### src/rtl/instruction_stream_loader_pkg.sv
// Shared types and widths for the CPU-side I/O blocks. This package is the one
// the instruction stream loader imports.
package cpu_io_pkg;

    localparam int INSTR_WIDTH   = 32;
    localparam int IO_BYTE_WIDTH = 8;

    typedef logic [INSTR_WIDTH-1:0]   instr_word_t;
    typedef logic [IO_BYTE_WIDTH-1:0] io_byte_t;

    typedef enum logic [2:0] {
        IDLE,
        LEN_LO,
        LEN_HI,
        DATA,
        DONE,
        ERROR
    } loader_state_t;

endpackage

### src/rtl/instruction_stream_loader_if.sv
// Byte stream input and instruction-memory write port of the loader.
// The slave side is the loader; the master side feeds bytes and observes writes.
interface instruction_stream_loader_if #(
    parameter int ADDR_WIDTH = 8
);
    import cpu_io_pkg::*;

    logic                  io_data_valid;
    io_byte_t              io_data_packet;
    logic                  imem_write_enable;
    logic [ADDR_WIDTH-1:0] imem_write_address;
    instr_word_t           imem_write_data;

    modport master (
        output io_data_valid, io_data_packet,
        input  imem_write_enable, imem_write_address, imem_write_data
    );

    modport slave (
        input  io_data_valid, io_data_packet,
        output imem_write_enable, imem_write_address, imem_write_data
    );

endinterface

### src/rtl/instruction_stream_loader_byte_word_assembler.sv
// Collects little-endian bytes into a 32-bit word. The assembled word is
// presented combinationally in the same cycle as the 4th byte, so the caller can register it.
module byte_word_assembler
    import cpu_io_pkg::*;
(
    input  logic        clk,
    input  logic        reset_n,
    input  io_byte_t    byte_in,
    input  logic        accept,
    input  logic        flush,
    output instr_word_t word,
    output logic        word_ready
);

    logic [INSTR_WIDTH-IO_BYTE_WIDTH-1:0] shift;
    logic [1:0]                           idx;

    // NOTE: registered state is updated with <= only, so every flop samples
    // pre-edge values no matter how the statements are ordered.
    always_ff @(posedge clk or negedge reset_n) begin
        if (!reset_n) begin
            shift <= '0;
            idx   <= '0;
        end else if (flush) begin
            shift <= '0;
            idx   <= '0;
        end else if (accept) begin
            case (idx)
                2'd0:    shift[7:0]   <= byte_in;
                2'd1:    shift[15:8]  <= byte_in;
                2'd2:    shift[23:16] <= byte_in;
                default: ;
            endcase
            idx <= idx + 2'd1;
        end
    end

    assign word       = {byte_in, shift};
    assign word_ready = accept && (idx == 2'd3);

endmodule

### src/rtl/instruction_stream_loader.sv
// In-system program loader. It parses the frame (16-bit LE word count, then LE words),
// writes the words into instruction memory, and holds the CPU while a frame is in progress.
module instruction_stream_loader
    import cpu_io_pkg::*;
#(
    parameter int ADDR_WIDTH     = 8,
    parameter int IMEM_DEPTH     = 256,
    parameter int TIMEOUT_CYCLES = 100000
) (
    input  logic                         clk,
    input  logic                         reset_n,
    instruction_stream_loader_if.slave   bus,
    input  logic                         new_instruction_write_enable,
    output logic                         cpu_hold,
    output logic                         load_done,
    output logic                         load_error
);

    localparam int TW = (TIMEOUT_CYCLES > 2) ? $clog2(TIMEOUT_CYCLES) : 1;

    loader_state_t         state;
    logic [15:0]           word_count;
    logic [ADDR_WIDTH:0]   word_idx;
    logic [TW-1:0]         idle_cnt;
    logic                  wr_en;
    logic [ADDR_WIDTH-1:0] wr_addr;
    instr_word_t           wr_data;
    instr_word_t           asm_word;
    logic                  asm_ready;

    logic        enable;
    logic        in_frame;
    logic        byte_accept;
    logic        timer_run;
    logic [15:0] len_full;
    logic        last_word;

    assign enable      = new_instruction_write_enable;
    assign in_frame    = (state == LEN_LO) || (state == LEN_HI) || (state == DATA);
    assign byte_accept = bus.io_data_valid && enable && in_frame;
    assign timer_run   = (state == LEN_HI) || (state == DATA) || ((state == LEN_LO) && cpu_hold);
    assign len_full    = {bus.io_data_packet, word_count[7:0]};
    assign last_word   = (16'(word_idx) == (word_count - 16'd1));

    // Anything other than DATA discards a partially assembled word.
    byte_word_assembler u_assembler (
        .clk        (clk),
        .reset_n    (reset_n),
        .byte_in    (bus.io_data_packet),
        .accept     (byte_accept && (state == DATA)),
        .flush      (state != DATA),
        .word       (asm_word),
        .word_ready (asm_ready)
    );

    always_ff @(posedge clk or negedge reset_n) begin
        if (!reset_n) begin
            state      <= IDLE;
            word_count <= '0;
            word_idx   <= '0;
            idle_cnt   <= '0;
            wr_en      <= 1'b0;
            wr_addr    <= '0;
            wr_data    <= '0;
            cpu_hold   <= 1'b0;
            load_done  <= 1'b0;
            load_error <= 1'b0;
        end else begin
            wr_en <= 1'b0;
            case (state)
                IDLE: begin
                    idle_cnt <= '0;
                    word_idx <= '0;
                    if (enable) state <= LEN_LO;
                end
                LEN_LO, LEN_HI, DATA: begin
                    if (!enable) begin
                        state    <= IDLE;
                        cpu_hold <= 1'b0;
                    end else if (byte_accept) begin
                        // An accepted byte beats a simultaneous timeout.
                        idle_cnt <= '0;
                        if (state == LEN_LO) begin
                            word_count[7:0] <= bus.io_data_packet;
                            cpu_hold        <= 1'b1;
                            state           <= LEN_HI;
                        end else if (state == LEN_HI) begin
                            word_count[15:8] <= bus.io_data_packet;
                            if (len_full == 16'd0) begin
                                state     <= DONE;
                                cpu_hold  <= 1'b0;
                                load_done <= 1'b1;
                            end else if (len_full > 16'(IMEM_DEPTH)) begin
                                state      <= ERROR;
                                cpu_hold   <= 1'b0;
                                load_error <= 1'b1;
                            end else begin
                                state <= DATA;
                            end
                        end else if (asm_ready) begin
                            wr_en    <= 1'b1;
                            wr_addr  <= word_idx[ADDR_WIDTH-1:0];
                            wr_data  <= asm_word;
                            word_idx <= word_idx + 1'b1;
                            if (last_word) begin
                                state     <= DONE;
                                cpu_hold  <= 1'b0;
                                load_done <= 1'b1;
                            end
                        end
                    end else if (timer_run) begin
                        if (idle_cnt == TW'(TIMEOUT_CYCLES - 1)) begin
                            state      <= ERROR;
                            cpu_hold   <= 1'b0;
                            load_error <= 1'b1;
                        end else begin
                            idle_cnt <= idle_cnt + 1'b1;
                        end
                    end
                end
                DONE, ERROR: begin
                    if (!enable) begin
                        state      <= IDLE;
                        load_done  <= 1'b0;
                        load_error <= 1'b0;
                    end
                end
                default: state <= IDLE;
            endcase
        end
    end

    assign bus.imem_write_enable  = wr_en;
    assign bus.imem_write_address = wr_addr;
    assign bus.imem_write_data    = wr_data;

endmodule

### src/flat_wrapper.sv
// flat-port wrapper written by rule: the top's interface ports become plain ports
module instruction_stream_loader_flat import cpu_io_pkg::*;
#(
    parameter int ADDR_WIDTH     = 8,
    parameter int IMEM_DEPTH     = 256,
    parameter int TIMEOUT_CYCLES = 100000
)
  (clk, reset_n, new_instruction_write_enable, cpu_hold, load_done, load_error, bus_io_data_valid, bus_io_data_packet, bus_imem_write_enable, bus_imem_write_address, bus_imem_write_data);
  instruction_stream_loader_if #(.ADDR_WIDTH(ADDR_WIDTH)) bus_i ();
  input  logic clk;
  input  logic reset_n;
  input  logic new_instruction_write_enable;
  output logic cpu_hold;
  output logic load_done;
  output logic load_error;
  input wire logic [$bits(bus_i.io_data_valid)-1:0] bus_io_data_valid;
  input wire logic [$bits(bus_i.io_data_packet)-1:0] bus_io_data_packet;
  output wire logic [$bits(bus_i.imem_write_enable)-1:0] bus_imem_write_enable;
  output wire logic [$bits(bus_i.imem_write_address)-1:0] bus_imem_write_address;
  output wire logic [$bits(bus_i.imem_write_data)-1:0] bus_imem_write_data;
  assign bus_i.io_data_valid = bus_io_data_valid;
  assign bus_i.io_data_packet = bus_io_data_packet;
  assign bus_imem_write_enable = bus_i.imem_write_enable;
  assign bus_imem_write_address = bus_i.imem_write_address;
  assign bus_imem_write_data = bus_i.imem_write_data;
  instruction_stream_loader #(.ADDR_WIDTH(ADDR_WIDTH), .IMEM_DEPTH(IMEM_DEPTH), .TIMEOUT_CYCLES(TIMEOUT_CYCLES)) u_core (.clk(clk), .reset_n(reset_n), .bus(bus_i), .new_instruction_write_enable(new_instruction_write_enable), .cpu_hold(cpu_hold), .load_done(load_done), .load_error(load_error));
endmodule
### config.mk
export PLATFORM = sky130hd
export DESIGN_NAME = instruction_stream_loader_flat
export DESIGN_NICKNAME = d
export VERILOG_FILES = /design/src/rtl/instruction_stream_loader_pkg.sv /design/src/rtl/instruction_stream_loader_if.sv /design/src/rtl/instruction_stream_loader_byte_word_assembler.sv /design/src/rtl/instruction_stream_loader.sv /design/src/flat_wrapper.sv
export SDC_FILE = /design/constraint.sdc
export NUM_CORES = 1
export LEC_CHECK = 0
export CAP_MARGIN = 0
export CORE_MARGIN = 1.5
export CORE_UTILIZATION = 44
export CTS_CLUSTER_DIAMETER = 50
export DETAILED_ROUTE_END_ITERATION = 6
export PLACE_DENSITY = 0.7
export SLEW_MARGIN = 20
export SYNTH_ARGS = -nofsm -noshare
export SYNTH_HDL_FRONTEND = slang
export SYNTH_SLANG_ARGS = --single-unit
### constraint.sdc
create_clock -name clk -period 3 [get_ports clk]
set_input_delay 0.3 -clock clk [delete_from_list [all_inputs] [get_ports clk]]
set_output_delay 0.3 -clock clk [all_outputs]
set_load 0.1 [all_outputs]
; After elaboration in Yosys (flattened, before gate mapping)
; Index checks and enable logic that the tools add are counted.
[totals]
ff_bits = 115
in_bits = 12
word_cells = 156
[classes]
add_sub_neg = 4
magnitude_cmp = 1
n_eq_ne = 37
mux = 65
bitwise = 2
reduce_logical = 32
[op_table]
columns = op, count
row1 = 2-to-1 mux 17 bit, 4
row2 = 2-to-1 mux 24 bit, 2
row3 = 2-to-1 mux 9 bit, 5
row4 = 2-to-1 mux 3 bit, 12
row5 = case mux 17 bit (2 select lines), 1
row6 = 2-to-1 mux 1 bit, 32
row7 = 2-to-1 mux 8 bit, 3
row8 = AND reduction 6 bit, 4
row9 = "!= test 3 x 1 -> 1 bit, second input constant", 6
row10 = case mux 9 bit (2 select lines), 1
row11 = "adder 17 x 1 -> 17 bit, second input constant", 1
row12 = "equality test 17 bit, second input constant", 1
row13 = equality test 9 x 16 -> 1 bit, 1
row14 = "greater-than comparator 16 x 9 -> 1 bit, second input constant", 1
row15 = zero test 16 bit, 1
row16 = "subtractor 16 x 1 -> 16 bit, second input constant", 1
row17 = "!= test 3 bit, second input constant", 5
row18 = "!= test 6 bit, second input constant", 2
row19 = nonzero test 2 bit, 6
row20 = "!= test 2 bit, second input constant", 5
row21 = "adder 9 x 1 -> 9 bit, second input constant", 1
row22 = case mux 3 bit (3 select lines), 1
row23 = AND reduction 9 bit, 1
row24 = "!= test 4 x 2 -> 1 bit, second input constant", 2
row25 = 24 further kinds, 42

; Logic depth before layout (Yosys ltp)
[depth]
depth_word = 12
mapped_depth = 10
depth_no_buf = 9

; Cells and area by module
; Synthesis repeated with hierarchy kept, for this count alone.
[hier_totals]
hier_cells = 537
area_unflattened_um2 = 5874.4
[by_module_without_submodules]
columns = module, instances, cells_per_inst, area_per_inst_um2, seq_area_each_um2
row1 = instruction_stream_loader, 1, 428, 4575.6, 2227.1
row2 = byte_word_assembler, 1, 109, 1298.7, 650.6

; Worst setup path before layout
; OpenSTA, ideal clock, no wires.
[synth_path]
kind = register to register
from = register u_core.cpu_hold
to = register u_core.idle_cnt[13]
setup_time_ns = 0.131
arrival_time_ns = 2.139
required_time_ns = 2.869
slack_ns = 0.730
path_stages_with_launch = 8
n_path_buf = 0
period_less_slack_ns = 2.270
cell_sequence = dfrtp_1 > o31ai_1 > a21oi_2 > o21ai_1 > nor2_1 > nand4_1 > xor2_1 > nor2_1
[synth_between]
elab_chain_cells = 4
[synth_lines]
columns = element, line
row1 = from (decl), instruction_stream_loader.sv:14  ; output logic cpu_hold,
row2 = from (signal assigned), instruction_stream_loader.sv:65  ; cpu_hold <= 1'b0;
row3 = from (signal assigned), instruction_stream_loader.sv:79  ; cpu_hold <= 1'b0;
row4 = from (signal assigned), instruction_stream_loader.sv:85  ; cpu_hold <= 1'b1;
row5 = logical AND 1 bit, instruction_stream_loader.sv:41  ; assign timer_run = (state == LEN_HI) || (state == DATA) || ((state == LEN_LO) && cpu_hold);
row6 = logical OR 1 bit, instruction_stream_loader.sv:41
row7 = != test 3 x 1 -> 1 bit (no source line), n/a
row8 = AND reduction 4 bit (no source line), n/a
row9 = to (signal assigned), instruction_stream_loader.sv:117  ; idle_cnt <= idle_cnt + 1'b1;
row10 = to (decl), instruction_stream_loader.sv:24  ; logic [TW-1:0] idle_cnt;
; No other way between the ends.
; A chain may end at the register's enable or synchronous reset.

; Worst setup path after layout
[layout_path]
from = register u_core.state[2]
to = register u_core.word_idx[5]
[layout_between]
elab_chain_cells = 8
[layout_lines]
columns = element, line
row1 = from (decl), instruction_stream_loader.sv:21  ; loader_state_t state;
row2 = from (signal assigned), instruction_stream_loader.sv:58  ; state <= IDLE;
row3 = from (signal assigned), instruction_stream_loader.sv:74  ; if (enable) state <= LEN_LO;
row4 = from (signal assigned), instruction_stream_loader.sv:78  ; state <= IDLE;
row5 = equality test 3 x 1 -> 1 bit or equality test 3 x 2 -> 1 bit (tied branches), n/a
row6 = logical OR 1 bit (2 in a row), instruction_stream_loader.sv:39  ; assign in_frame = (state == LEN_LO) || (state == LEN_HI) || (state == DATA);
row7 = logical AND 1 bit, instruction_stream_loader.sv:40  ; assign byte_accept = bus.io_data_valid && enable && in_frame;
row8 = logical AND 1 bit, instruction_stream_loader.sv:50  ; .accept (byte_accept && (state == DATA)),
row9 = logical AND 1 bit, instruction_stream_loader_byte_word_assembler.sv:39  ; assign word_ready = accept && (idx == 2'd3);
row10 = != test 2 x 1 -> 1 bit (no source line), n/a
row11 = AND reduction 6 bit (no source line), n/a
row12 = to (signal assigned), instruction_stream_loader.sv:104  ; word_idx <= word_idx + 1'b1;
row13 = to (decl), instruction_stream_loader.sv:23  ; logic [ADDR_WIDTH:0] word_idx;
; Parallel ways exist; a longest one is shown, timed or not.

==> Implementation_results.wiki <==
{| class="wikitable"
! Metric !! Value
|-
| Min Tclk post-route || 2.48 ns
|-
| Result of the run || finished, violations left
|-
| # port buffers || 55
|-
| Cell internal pwr || 3.53 mW
|-
| Element type at the critical path end || flip-flop
|-
| RePlAce Congestion || 0.878
|-
| Type of origin of the critical path || flip-flop
|-
| DRC marker count from the first detailed-route iteration || 264
|-
| Relative contribution of the clock network to total power || 39.1%
|-
| Portion of total power attributed to combinational logic || 23.7%
|-
| Initial core utilization || 45.7%
|-
| Proportion of power drawn by flip-flops and latches || 37.2%
|-
| Portion of the clock cycle consumed by the worst path in the final layout || 82.6%
|-
| Share of the yosys chip area belonging to registers || 51.6%
|-
| CTS hold repair buffers || 0
|-
| CTS sink count || 115
|-
| Global Route Usage Sum || 20.7%
|-
| Failing checks || hold timing
|-
| Number of global-route vias before repair || 4442
|-
| Count of fill cells added during filler insertion || 1072
|-
| Highest attainable clock frequency || 403 MHz
|-
| Die width || 116 um
|-
| Worst min-delay path category || primary input to asynchronous set/reset pin
|-
| RSZ-0062 raised after global routing || no
|-
| Fraction of the mapped netlist area in compound gates || 11.4%
|-
| Number of primary I/O pins || 56
|-
| Final Hold Fails || 15
|-
| Biggest fanout along the worst timing path || 28
|-
| Clock tree from TritonCTS || done
|-
| Measured slew at the worst slew-check pin || 0.961 ns
|-
| Post-synthesis instance total || 537
|-
| Die outline height || 116 um
|-
| Cell area after synthesis || 5580 um^2
|-
| Power density over the cells || 779 nW/um^2
|-
| MaxCap Viol Count || 0
|-
| Maximum clock insertion buffer count || 2
|-
| Worst slew margin relative to its limit || 35.7%
|-
| Most common cell after layout, fill and taps aside || dfrtp_1
|-
| Clock latency on the worst-skew pair || 0.41 ns
|-
| Critical path data required time || 3.33 ns
|-
| Remaining Overflow, GRT || 0
|-
| Main combinational cell family by area after synthesis || simple AND/OR/NAND/NOR gates
|-
| Highest-count cells in the layout ignoring fill and taps || dfrtp_1 (115), buf_4 (59), nand2_1 (56)
|-
| Number of setup violations in the final report || 0
|-
| Most instantiated flip-flop cell in the synthesis netlist || dfrtp_1
|-
| Total number of placement rows || 40
|-
| Pin count of the biggest net entering global routing || 66
|-
| Flops & latches, synth || 115
|-
| Initial antenna violation count || 0
|-
| Critical path data arrival time || 2.81 ns
|-
| Count of synthesis-stage warnings from yosys || 0
|-
| Resized cells post-CTS || 0
|-
| CTS buffer count || 17
|-
| Ratio of routed vias to standard cells || 5.66
|-
| Number of nets produced by synthesis || 557
|-
| Total number of H-tree levels || 4
|-
| Synth Area in Simple Gates || 18.1%
|-
| Number of enable-type register cells in the synthesized netlist || 0
|-
| Static Leakage || 3.05 nW
|-
| Final layout net count || 619
|-
| Setup clock skew after layout || 0.00941 ns
|-
| Post-route worst hold slack || -0.0246 ns
|-
| Remaining routing DRC violations || 0
|-
| Total via count in the routed design || 4413
|-
| Area growth from synthesis to layout || 23.0%
|-
| Final TNS setup || 0 ns
|-
| Multiplexer share of the synthesized area || 10.7%
|-
| Cell chosen for the clock root || clkbuf_16
|-
| Placed wire-length estimate after detailed placement || 8680 um
|-
| Share of flip-flops with an asynchronous set or reset after synthesis || 100%
|-
| Total die area || 13400 um^2
|-
| Count of nets left with antenna violations after detail routing || 0
|-
| Post-Syn Area per Cell || 10.4 um^2
|-
| Overall power after layout || 5.34 mW
|-
| Post-CTS Setup Bufs || 0
|-
| Fraction of the mapped netlist area in adder cells || 1.79%
|-
| XOR/XNOR Fraction of Synth Area || 3.14%
|-
| Count of cell types in the netlist || 57
|-
| Clk slew on worst S/H paths || 0.06 ns
|-
| Number of inserted diodes || 0
|-
| Maximum vdd ir drop || 0.391 mV
|-
| Net Sw Frac || 34.0%
|-
| Router iterations before antenna repair || 4
|-
| Wirelength, routed || 12900 um
|-
| Fin. max-slew vios || 0
|-
| Fraction of final layout cells with drive strength greater than 1 || 25.2%
|-
| Power spent charging and discharging nets || 1.82 mW
|-
| Core footprint || 12200 um^2
|-
| Average wire length per cell after detail routing || 16.6 um
|-
| Worst setup path category || flip-flop to flip-flop
|-
| Wire length of the first global-routing pass || 21600 um
|}
-- kinds of logic (layout without fill, tap and decap cells) --
family,count (synthesis),in the layout
AOI/OAI and AO/OA,106,106
and+or+nand+nor,193,193
xor gates and xnor gates,20,20
DFF,115,115
buffers and inverters,42,117
adders and majority gates,8,8
muxes,53,53
-- final timing paths --
| check | to | start | slack, ns | cells past startpoint |
|---|---|---|---|---|
| setup / recovery | u_core.word_idx[5] | u_core.state[2] | 0.52 | 6 |
| hold / removal | u_core.bus.imem_write_data[30] | reset_n | -0.02 | 1 |
| setup reg to reg | u_core.word_idx[5] | u_core.state[2] | 0.52 | 6 |
| hold reg to reg | u_core.bus.imem_write_address[7] | u_core.bus.imem_write_address[7] | 0.48 | 2 |
| max in group asynchronous | u_core.u_assembler.shift[19] | reset_n | 2.26 | 2 |
| min in group clk | u_core.bus.imem_write_address[7] | u_core.bus.imem_write_address[7] | 0.48 | 2 |
-- metal layers --
metal | track usage (%) | vias up | wire [um]
met5 | 0 | - | 0
met1 | 26.6 | 2229 | 5740
met4 | 8.15 | 0 | 239
met3 | 4.18 | 20 | 457
li1 | - | 2053 | -
met2 | 34.6 | 111 | 6490
-- through the flow --
step                      util [%]  hold WS (ns)  setup slack (ns)  instance area (um^2)  instances
final                         56.2       -0.0246             0.521                  6860        780
after detailed placement      51.1         0.462             0.529                  6240        748
after global routing          56.2        0.0707             0.344                  6860        780
after floorplan                  -       0.00441             0.730                  5580        537
after global placement        51.1         0.443             0.613                  6240        748
after CTS                     56.2        0.0281             0.520                  6860        780
-- cell usage after synthesis, types with 3 or more instances --
library cell,n,area (um^2)
nand2b_1,4,25.0
clkbuf_1,17,63.8
o21ai_0,33,165
nor4_1,9,56.3
and3_1,5,31.3
nor3b_1,3,22.5
a31oi_1,6,37.5
buf_2,6,30.0
nor4b_1,3,26.3
ha_1,8,100
nand3_1,36,180
nor3_1,3,15.0
xnor2_1,8,70.1
nor2b_1,3,18.8
nand4_1,11,68.8
nand2_1,56,210
nand3b_1,3,22.5
and2_1,5,31.3
or3_1,4,25.0
inv_1,12,45.0
a21oi_1,43,215
nor2_1,32,120
mux2_2,51,574
dfrtp_1,115,2880
xor2_1,12,105
and4_1,3,26.3
o31ai_1,5,37.5
-- worst max-delay path: stages (launching register included) --
cell and delay [ns]:
dfrtp_1 0.59, nand3b_4 0.45, or2_1 0.38, a21oi_1 0.22
nand4_1 0.22, or3_1 0.39, a21oi_1 0.14
-- layout make-up --
cell class / count / area (um^2) / share of cell area [%]
clock inverters: 14 / 178 / 2.59
well taps: 168 / 210 / 3.06
clock buffers: 18 / 439 / 6.40
repair buffers: 72 / 583 / 8.50
inverters: 13 / 48.8 / 0.711
flip-flops and latches: 115 / 2880 / 41.9
multi-input cells: 380 / 2520 / 36.8
-- power by group through the flow --
stage / registers [mW] / clock network, mW / logic, mW
6_report: 1.99 / 2.09 / 1.27
5_1_grt: 2.02 / 2.18 / 1.39
4_1_cts: 1.98 / 2.11 / 1.26
3_5_place_dp: 2.01 / 0 / 1.25
3_3_place_gp: 2.00 / 0 / 1.22
2_1_floorplan: 1.94 / 0 / 0.979
-- sequential cells by signal, summed over array words and instances (netlist names) --
register                       flops
u_core.u_assembler.idx             2
u_core.word_idx                    9
u_core.bus.imem_write_address      8
u_core.cpu_hold                    1
u_core.bus.imem_write_enable       1
u_core.u_assembler.shift          24
u_core.state                       3
u_core.load_done                   1
u_core.load_error                  1
u_core.bus.imem_write_data        32
u_core.idle_cnt                   17
u_core.word_count                 16
(Power assumes the default switching activity.)
